===== src/rtl/mac_accumulator_32b.sv =====
// mac_accumulator_32b: multiply-accumulate sequencer summing N_TERMS products from an external multiplier.
// Optional feature: define MAC_SATURATE_EN to saturate the accumulator on overflow instead of wrapping.
module mac_accumulator_32b #(
    parameter int SIZE    = 32,
    parameter int N_TERMS = 4
) (
    input  logic                clk,
    input  logic                reset,
    input  logic                clear,
    input  logic                in_valid,
    output logic                in_ready,
    input  logic [SIZE-1:0]     A,
    input  logic [31:0]         B,
    output logic [SIZE-1:0]     op_A,
    output logic [31:0]         op_B,
    input  logic [2*SIZE-1:0]   prod,
    output logic                out_valid,
    input  logic                out_ready,
    output logic [2*SIZE-1:0]   result,
    output logic                ovf
);
`ifdef MAC_SATURATE_EN
    localparam bit SAT = 1'b1;
`else
    localparam bit SAT = 1'b0;
`endif
    typedef enum logic [1:0] {IDLE, CAPT, ACC, DONE} state_t;
    state_t              state;
    logic [2*SIZE-1:0]   acc;
    logic [2*SIZE-1:0]   prod_r;
    logic [7:0]          count;
    logic [2*SIZE:0]     sum;
    assign sum    = {1'b0, acc} + {1'b0, prod_r};
    assign result = acc;
    // Sequencer: accept operands, let the multiplier settle one cycle, accumulate, hand off the result.
    always_ff @(posedge clk or negedge reset) begin
        if (!reset) begin
            state     <= IDLE;
            acc       <= '0;
            prod_r    <= '0;
            count     <= '0;
            ovf       <= 1'b0;
            op_A      <= '0;
            op_B      <= '0;
            in_ready  <= 1'b1;
            out_valid <= 1'b0;
        end else if (clear) begin
            state     <= IDLE;
            acc       <= '0;
            prod_r    <= '0;
            count     <= '0;
            ovf       <= 1'b0;
            in_ready  <= 1'b1;
            out_valid <= 1'b0;
        end else begin
            case (state)
                IDLE: if (in_valid) begin
                    op_A     <= A;
                    op_B     <= B;
                    state    <= CAPT;
                    in_ready <= 1'b0;
                end
                CAPT: begin
                    prod_r <= prod;
                    state  <= ACC;
                end
                ACC: begin
                    acc   <= (SAT && sum[2*SIZE]) ? '1 : sum[2*SIZE-1:0];
                    ovf   <= ovf | sum[2*SIZE];
                    count <= count + 8'd1;
                    if (count == 8'(N_TERMS - 1)) begin
                        state     <= DONE;
                        out_valid <= 1'b1;
                    end else begin
                        state    <= IDLE;
                        in_ready <= 1'b1;
                    end
                end
                DONE: if (out_ready) begin
                    acc       <= '0;
                    count     <= '0;
                    ovf       <= 1'b0;
                    state     <= IDLE;
                    out_valid <= 1'b0;
                    in_ready  <= 1'b1;
                end
                default: state <= IDLE;
            endcase
        end
    end
endmodule


===== config.mk =====
export PLATFORM = sky130hd
export DESIGN_NAME = mac_accumulator_32b
export DESIGN_NICKNAME = d
export VERILOG_FILES = /design/src/rtl/mac_accumulator_32b.sv
export SDC_FILE = /design/constraint.sdc
export NUM_CORES = 1
export LEC_CHECK = 0
export BUFFER_PORTS_ARGS = -buffer_cell sky130_fd_sc_hd__buf_4
export CAP_MARGIN = 20
export CELL_PAD_IN_SITES_DETAIL_PLACEMENT = 0
export CELL_PAD_IN_SITES_GLOBAL_PLACEMENT = 2
export CORE_MARGIN = 5
export CORE_UTILIZATION = 36
export DETAILED_ROUTE_END_ITERATION = 6
export PLACE_DENSITY = 0.81
export SYNTH_ARGS = -nofsm -noshare
export SYNTH_HDL_FRONTEND = slang
export SYNTH_SLANG_ARGS = --single-unit

===== constraint.sdc =====
create_clock -name clk -period 8.15 [get_ports clk]
set_input_delay 0.4075 -clock clk [delete_from_list [all_inputs] [get_ports clk]]
set_output_delay 0.4075 -clock clk [all_outputs]
set_load 0.1 [all_outputs]

Word level (Yosys, flattened, before mapping). Index checks and enable logic that the tools add are counted.

Output and inout port bits: 131. Memories kept: 0. Bits in latches: 0. ROM bits: 0. Register bits after elaboration: 205. Input port bits: 133. Word-level logic and storage cells: 54. Bits in writable memories: 0.

Bitwise gates (word level): 2. Div/mod/pow operators: 0. Multipliers: 0. Mux-type cells: 24. $lt $le $gt $ge: 0. Equal/unequal tests: 8. Shifts and indexed selects: 0. Reductions and logical operators: 9. $add $sub $neg: 2.

Operators by type and width (count): 64-bit two-way mux (4); 64-bit one-hot mux with 2 select lines (1); 64-bit by 64-bit adder with 65-bit output (1); 8-bit two-way mux (2); 8-bit one-hot mux with 2 select lines (1); 3-bit != test, second input constant (4); 8-bit by 1-bit adder with 8-bit output, second input constant (1); 8-bit by 2-bit == test with 1-bit output, second input constant (1); 1-bit two-way mux (8); 2-bit two-way mux (4); 2-bit one-hot mux with 4 select lines (1); 3-bit AND reduction (2); 2-bit == test, second input constant (2); 1-bit one-hot mux with 2 select lines (2); 2-bit AND reduction (2); 4-bit AND reduction (1); 4-bit nonzero test (1); 1-bit one-hot mux with 3 select lines (1); 3-bit nonzero test (1); 2-bit by 1-bit == test with 1-bit output, second input constant (1); 2-bit zero test (1); 2-bit nonzero test (1); 1-bit NOT (1); 1-bit bitwise OR (1).

Depth between registers and ports, before layout. Gate-level depths: netlist of the first run.

Word-level depth: 4. Mapped depth: 13. Depth with buffers taken out: 13.

Least setup slack after synthesis of the first run. OpenSTA, ideal clock, no wires.

Kind: reg-to-reg. Start point: register acc[0] (netlist: result[0]). End point: register acc[56] (netlist: result[56]). Arrival: 3742 ps. Required time: 8024 ps. Library setup time: 126 ps. Path buffers: 0. Period minus slack after synthesis: 3868 ps. Setup slack: 4282 ps. Cell stages (with the launch flop): 14. Path through: dfrtp_1 -> ha_1 -> inv_1 -> fa_1 -> nand2b_1 -> a21oi_1 -> o21ai_1 -> o21ai_1 -> a21oi_1 -> o311ai_2 -> a41oi_1 -> o41ai_2 -> a31o_1 -> nand3_1.

Word-level cells in the longest chain between the ends: 3.

Ends and longest elaborated chain: start, declared (line 29) `logic [2*SIZE-1:0] acc;`; start signal, assigned (line 68) `acc <= (SAT && sum[2*SIZE]) ? '1 : sum[2*SIZE-1:0];`; 64-bit by 64-bit adder with 65-bit output (line 33) `assign sum = {1'b0, acc} + {1'b0, prod_r};`; 64-bit one-hot mux with 2 select lines (line 56) `case (state)`; 64-bit two-way mux (line 47) `end else if (clear) begin`.

No other way between the ends. A chain may end at the register's enable or synchronous reset.

Worst setup path after layout of the first run.
Start point: register acc[0] (netlist: result[0]). End point: register ovf.

Word-level cells in the longest chain between the ends: 4.

Ends and longest elaborated chain: 64-bit by 64-bit adder with 65-bit output (line 33); 1-bit bitwise OR (line 69) `ovf <= ovf | sum[2*SIZE];`; 1-bit one-hot mux with 2 select lines (line 56); 1-bit two-way mux (line 47); end signal, assigned (line 69); end, declared (line 20) `output logic ovf`.

No other way between the ends.

==> impl_metrics.csv, run 1 <==
group,metric,value,unit
run_status,status,"complete, no violations",
sta,hold_viol,0,
job,cap_violations,0,
logic_synthesis,yosys.cell_types.count,66,
power,vdd_drop_max,0.132,mV
place,dpl.hpwl,24.1,mm
power,power.share.clock,34.9,%
critical_path,crit_path_cell_trace,"ha_1 > inv_1 > fa_1 > nand2b_1 > a21oi_1 > o21ai_1 > o311ai_1 > a211o_1 > a31oi_1 > nor3_1 > a211oi_1 > or3b_1 > a211oi_1",
final_layout,final_cell_mix,"buf_4, dfrtp_1, nand2_1",
grt,grt_pass1_wl,51.3,mm
critical_path,cp-start-kind,"flip-flop",
critical_path,cp_common_cell,"a211oi_1",
critical_path,max_stage_delay,780,ps
grt,grtUsageTotal,18.3,%
logic_synthesis,synth_top_cell_area_share,46.4,%
sta,min_period_over_period,47.3,%
sta,hold_ws,98.6,ps
die,die_width,185,um
grt,antenna_found_initial,0,
critical_path,arrival,4290,ps
detailed_routing,via_per_inst,5.24,
critical_path,cp.required,8580,ps
final_layout,area_growth,29.7,%
critical_path,cp-end-kind,"flip-flop",
die,num_rows,64,
clocking,cts_buffer_depth,3,
detailed_routing,drt_wl_total,32.0,mm
power,p_int,2.06,mW
detailed_routing,wl_per_cell,18.4,um
logic_synthesis,synth_nets,1276,
critical_path,slowest_stage,"o311ai_1",
power,p_sw,1.23,mW
clocking,clk_pin_slew,60,ps
place,pre_cts_ws,4330,ps
critical_path,critical_path_class,"flip-flop to flip-flop",
grt,grt_start_max_net_pins,88,
die,ios,264,
die,die_h,185,um
sta,setup_viol,0,
sta,worst_slew_pin_slew,919,ps
logic_synthesis,async_flop_share,100,%
power,leakage,6.71,nW
logic_synthesis,yosysWarnings,0,
power,combPwrFrac,29.6,%
grt,grt_pass1_vias,9314,
logic_synthesis,yosys-top-cells-area,"dfrtp_1, ha_1, mux2_2",
logic_synthesis,ys_seq_area_share,46.6,%
min_path,hold_path_class,"input pin to flip-flop",
detailed_routing,drt_first_pass_iters,4,
logic_synthesis,synth_seq_cells,205,
detailed_routing,ant_nets,0,
clocking,worstSkewPairLatency,520,ps
clocking,cts_sinks,205,
die,coreArea,30300,sq um
clocking,cts_setup_buffers,0,
power,netSwitchingFraction,37.4,%
logic_synthesis,synth_area,11000,sq um
logic_synthesis,synth-edff-count,0,
logic_synthesis,syn_avg_cell_area,10.2,sq um
critical_path,crit_fanout,4,
sta,rsz0062_at_grt,"no",
final_layout,insertedDiodeCount,0,
die,dieArea,34100,sq um
clocking,cts-buffers-inserted,25,
power,pwr_density_cell,230,nW/um^2
sta,finalSetupTns,0,ps
sta,fmax,259,MHz
final_layout,drive_above_1_share,29.3,%
final_layout,layout_commonest_cell,"buf_4",
die,start_util,36.2,%
power,pwr-share-seq,35.5,%
sta,skew,5.67,ps
logic_synthesis,syn_inst,1077,
clocking,cts_tree,"built",
detailed_routing,drc,0,
sta,slew_violations,0,
logic_synthesis,yosys.area.top_type,"dfrtp_1",
logic_synthesis,synth-main-ff-cell,"dfrtp_1",
place,port_buffers,263,
place,gp_congestion,0.859,
final_layout,layout.nets,1529,
detailed_routing,num_vias,9140,
clocking,htreeDepth,1,
clocking,clockRootBuffer,"clkbuf_16",
grt,grt_overflow,0,
detailed_routing,drt_iter0_drc,426,
sta,min_period,3850,ps
sta,timing.final.ws_setup,4300,ps
clocking,cts_resized,0,
sta,max_slew_margin,37.8,%
final_layout,nFillCells,2916,
[per-layer routing]
layer / vias to the layer above / wire length, um / GRT usage, %
met4: 0 / 629 / 3.61
met2: 257 / 14400 / 29.6
met1: 4344 / 14700 / 25.8
li1: 4501 / - / -
met5: - / 0 / 0
met3: 38 / 2240 / 3.48
[cells in the mapped netlist (4+ instances only)]
library cell / instances
a31oi_1: 10
a211oi_1: 5
o31ai_1: 8
or3_1: 4
nor2_1: 41
o21a_1: 13
o21ai_0: 66
o21ai_1: 35
nand2_1: 130
o211ai_1: 4
o21bai_1: 11
nand4_1: 22
a22o_1: 66
nand2b_1: 8
clkbuf_1: 46
a21oi_1: 85
ha_1: 65
dfrtp_1: 204
inv_1: 21
and3_1: 5
nand3_1: 12
nor3_1: 16
xnor2_1: 30
a21o_1: 20
xor2_1: 25
mux2_2: 64
[cell type report]
type	instances	area, sq um	area share, %
clock buffers	33	706	4.94
clock inverters	13	154	1.08
inverters	21	78.8	0.552
multi-input cells	804	5650	39.6
flip-flops and latches	205	5130	36.0
well taps	396	495	3.47
repair buffers	273	2060	14.4
[cell families after synthesis]
family / after synthesis / share of synthesized area, %
flops: 205 / 46.7
xor+xnor: 55 / 4.38
compound gates: 362 / 21.9
fa+ha+maj: 66 / 7.58
mux: 64 / 6.55
buf+inv: 68 / 2.32
simple gates: 257 / 10.6
[what timing repair did]
action,4_1_cts,5_1_grt
hold buffers,1,0
endpoints found under the hold margin,84,0
endpoints found under the setup margin,0,0
[state kept, by name, summed over array words and instances, names as in the netlist]
register / cells
count: 8
in_ready: 1
op_A: 32
op_B: 32
out_valid: 1
ovf: 1
prod_r: 64
result: 64
state: 2
[through the flow]
stage	cell area [sq um]	power (mW)	util (%)	std cells
2_1_floorplan	11000	1.90	-	1077
3_3_place_gp	13400	2.16	44.2	1698
3_5_place_dp	13400	2.16	44.2	1698
4_1_cts	14300	3.33	47.0	1745
5_1_grt	14300	3.41	47.0	1745
6_report	14300	3.28	47.0	1745
[worst paths after layout]
check	startpoint	end	slack, ps	cells past startpoint
min in group asynchronous	reset	op_B[18]	490	2
min reg2reg	count[7]	count[7]	500	1
max	result[0]	ovf	4300	13
max reg2reg	result[0]	ovf	4300	13
min	prod[16]	prod_r[16]	100	2
max in group asynchronous	reset	prod_r[35]	6290	3
[critical path: cells and delay by family, from the launching register on]
| family | cells | cell delay, ps |
|---|---|---|
| AO/OA/AOI/OAI | 7 | 1930 |
| adder cells (fa/ha/maj) | 2 | 580 |
| buffers and inverters | 1 | 70 |
| flip-flops | 1 | 370 |
| AND/OR/NAND/NOR | 3 | 790 |
[power by group through the flow]
stage	clock network [mW]	registers, mW	logic [mW]
2_1_floorplan	0	1.72	0.180
3_3_place_gp	0	1.18	0.975
3_5_place_dp	0	1.18	0.978
4_1_cts	1.18	1.17	0.980
5_1_grt	1.22	1.18	1.01
6_report	1.15	1.16	0.971
(Power assumes the default switching activity.)
==> inputs of run 2 (changes only) <==
Settings changed: ABC_AREA from default to 1, CORE_UTILIZATION 36 to 28, PLACE_DENSITY 0.81 to 0.74.
Clock period 8.15 ns to 3.2 ns, I/O delays scaled along.
==> impl_metrics.csv, run 2 <==
group,metric,value,unit
final_layout,nFillCells,5213,
min_path,hold_path_class,"input pin to asynchronous set/reset pin",
logic_synthesis,syn_inst,2075,
final_layout,insertedDiodeCount,0,
detailed_routing,wl_per_cell,17.5,um
clocking,cts_buffer_depth,3,
sta,finalSetupTns,0,ps
detailed_routing,drt_first_pass_iters,5,
clocking,clockRootBuffer,"clkbuf_16",
power,netSwitchingFraction,49.6,%
place,dp_cells,2985,
logic_synthesis,synth_top_cell_area_share,36.8,%
clocking,cts_sinks,205,
grt,grt_start_max_net_pins,82,
power,p_sw,6.49,mW
job,cap_violations,0,
power,p_int,6.61,mW
critical_path,cp-end-kind,"flip-flop",
power,pwr-share-seq,27.5,%
detailed_routing,drt_iter0_drc,752,
clocking,cts_resized,0,
clocking,cts-buffers-inserted,27,
final_layout,instances_no_fill,3169,
die,ios,264,
critical_path,cp-start-kind,"flip-flop",
final_layout,layout_commonest_cell,"nand2_1",
clocking,cts_tree,"built",
die,die_width,232,um
grt,grt_pass1_vias,14800,
final_layout,multiInputGateArea,7120,sq um
power,power.share.clock,24.9,%
logic_synthesis,synth-main-ff-cell,"dfrtp_1",
detailed_routing,drc,0,
power,vdd_drop_max,0.796,mV
final_layout,seq_area,5130,sq um
grt,antenna_found_initial,0,
logic_synthesis,yosys.area.top_type,"dfrtp_1",
grt,grtUsageTotal,20.4,%
die,num_rows,81,
logic_synthesis,yosysWarnings,0,
run_status,status,"complete, no violations",
power,pwr_density_cell,689,nW/um^2
critical_path,cp.required,3650,ps
logic_synthesis,ys_seq_area_share,37.0,%
power,leakage,10.9,nW
final_layout,drive_above_1_share,15.2,%
die,coreArea,49000,sq um
clocking,clk_pin_slew,60,ps
logic_synthesis,yosys-top-cells-area,"dfrtp_1, nand2_1, inv_1",
sta,hold_viol,0,
logic_synthesis,synth-edff-count,0,
clocking,htreeDepth,1,
place,gp_congestion,0.903,
die,dieArea,54000,sq um
sta,worst_slew_pin_slew,984,ps
grt,grt_pass1_wl,86.5,mm
sta,skew,13.3,ps
place,dpl.hpwl,43.5,mm
critical_path,arrival,3260,ps
logic_synthesis,yosysMostFrequentCell,"nand2_1",
detailed_routing,via_per_inst,4.47,
critical_path,crit_fanout,4,
logic_synthesis,synth_nets,2274,
logic_synthesis,yosys.cell_types.count,43,
grt,grt_overflow,0,
sta,fmax,356,MHz
place,port_buffers,263,
detailed_routing,num_vias,14200,
final_layout,area_growth,37.1,%
sta,slew_violations,0,
clocking,worstSkewPairLatency,570,ps
logic_synthesis,synth_area,13900,sq um
logic_synthesis,syn_avg_cell_area,6.68,sq um
final_layout,final_cell_mix,"nand2_1, inv_1, buf_4",
final_layout,layout.nets,2684,
die,start_util,28.3,%
critical_path,critical_path_class,"flip-flop to flip-flop",
logic_synthesis,synth_seq_cells,205,
logic_synthesis,yosys-top-cells-count,"nand2_1, inv_1, dfrtp_1, nand3_1, nor2_1",
sta,min_period_over_period,87.9,%
sta,min_period,2810,ps
detailed_routing,ant_nets,0,
detailed_routing,drt_wl_total,55.3,mm
power,combPwrFrac,47.5,%
sta,rsz0062_at_grt,"no",
sta,setup_viol,0,
die,die_h,232,um
sta,max_slew_margin,34.3,%
logic_synthesis,async_flop_share,100,%
==> run 2: stage by stage <==
stage	setup WS, ps	hold WS, ps	power [mW]	utilization (%)	area [sq um]
after floorplan	503	-136	8.08	-	13900
after global placement	310	276	9.71	34.1	16700
after detailed placement	321	262	9.75	34.1	16700
after CTS	308	215	13.2	38.8	19000
after global routing	57.7	271	13.7	38.8	19000
final	387	199	13.1	38.8	19000
==> run 2: worst paths after layout <==
kind	startpoint	to	slack [ps]	cells after the start
max	result[0]	result[44]	390	16
max in group asynchronous	reset	result[24]	2050	3
max reg2reg	result[0]	result[44]	390	16
min in group clk	prod[9]	prod_r[9]	330	4
min	reset	op_A[18]	200	2
min reg2reg	in_ready	in_ready	480	2
==> run 2: layer usage <==
| layer | track usage, % | vias to the layer above | routed length [um] |
|---|---|---|---|
| met5 | 0 | - | 0 |
| met4 | 3.42 | 0 | 908 |
| met3 | 3.59 | 56 | 3270 |
| met2 | 33.9 | 373 | 25100 |
| met1 | 28.5 | 6569 | 26000 |
| li1 | - | 7163 | - |
==> run 2: worst max-delay path, cell delays in order (launching register included) <==
cell     delay [ps]
dfrtp_1         380
ha_1            270
inv_1            80
fa_1            390
inv_1           130
nand2_1          80
nand2_1          80
and2_1          220
nand3_1          90
nand2_1         180
nand2_1          80
nand2_1         240
nand2_1         110
nand2_1          70
nand2_1          50
nand3_1         170
nand2_1          70
==> run 2: logic make-up (layout without fill, tap and decap cells) <==
family          after synthesis  count (layout)  share of synthesized area (%)
compound gates              110             110                           4.29
xor+xnor                      1               1                         0.0632
fa+ha+maj                    66              66                           6.01
buf+inv                     414             844                           11.6
flops                       205             205                           37.0
mux                          64              64                           5.20
simple gates               1215            1215                           35.8
==> run 2: final cells by class <==
| class | instances | share of cell area, % |
|---|---|---|
| Clock buffer | 39 | 4.27 |
| Clock inverter | 10 | 0.731 |
| Inverter | 377 | 7.45 |
| Multi-Input combinational cell | 1456 | 37.5 |
| Sequential cell | 205 | 27.0 |
| Tap cell | 664 | 4.37 |
| Timing Repair Buffer | 418 | 18.7 |
==> run 2: power groups by stage <==
stage               Sequential (mW)  Combinational [mW]  Clock, mW
global placement               3.61                6.11          0
floorplan                      6.89                1.19          0
detailed placement             3.63                6.12          0
CTS                            3.60                6.26       3.37
finish                         3.61                6.22       3.27
global route                   3.69                6.53       3.48
==> run 2: timing repair <==
item / CTS / global route
setup endpoints to repair: 0 / 0
hold buffers: 135 / 0
endpoints found under the hold margin: 208 / 0
buffers inserted: 0 / 0
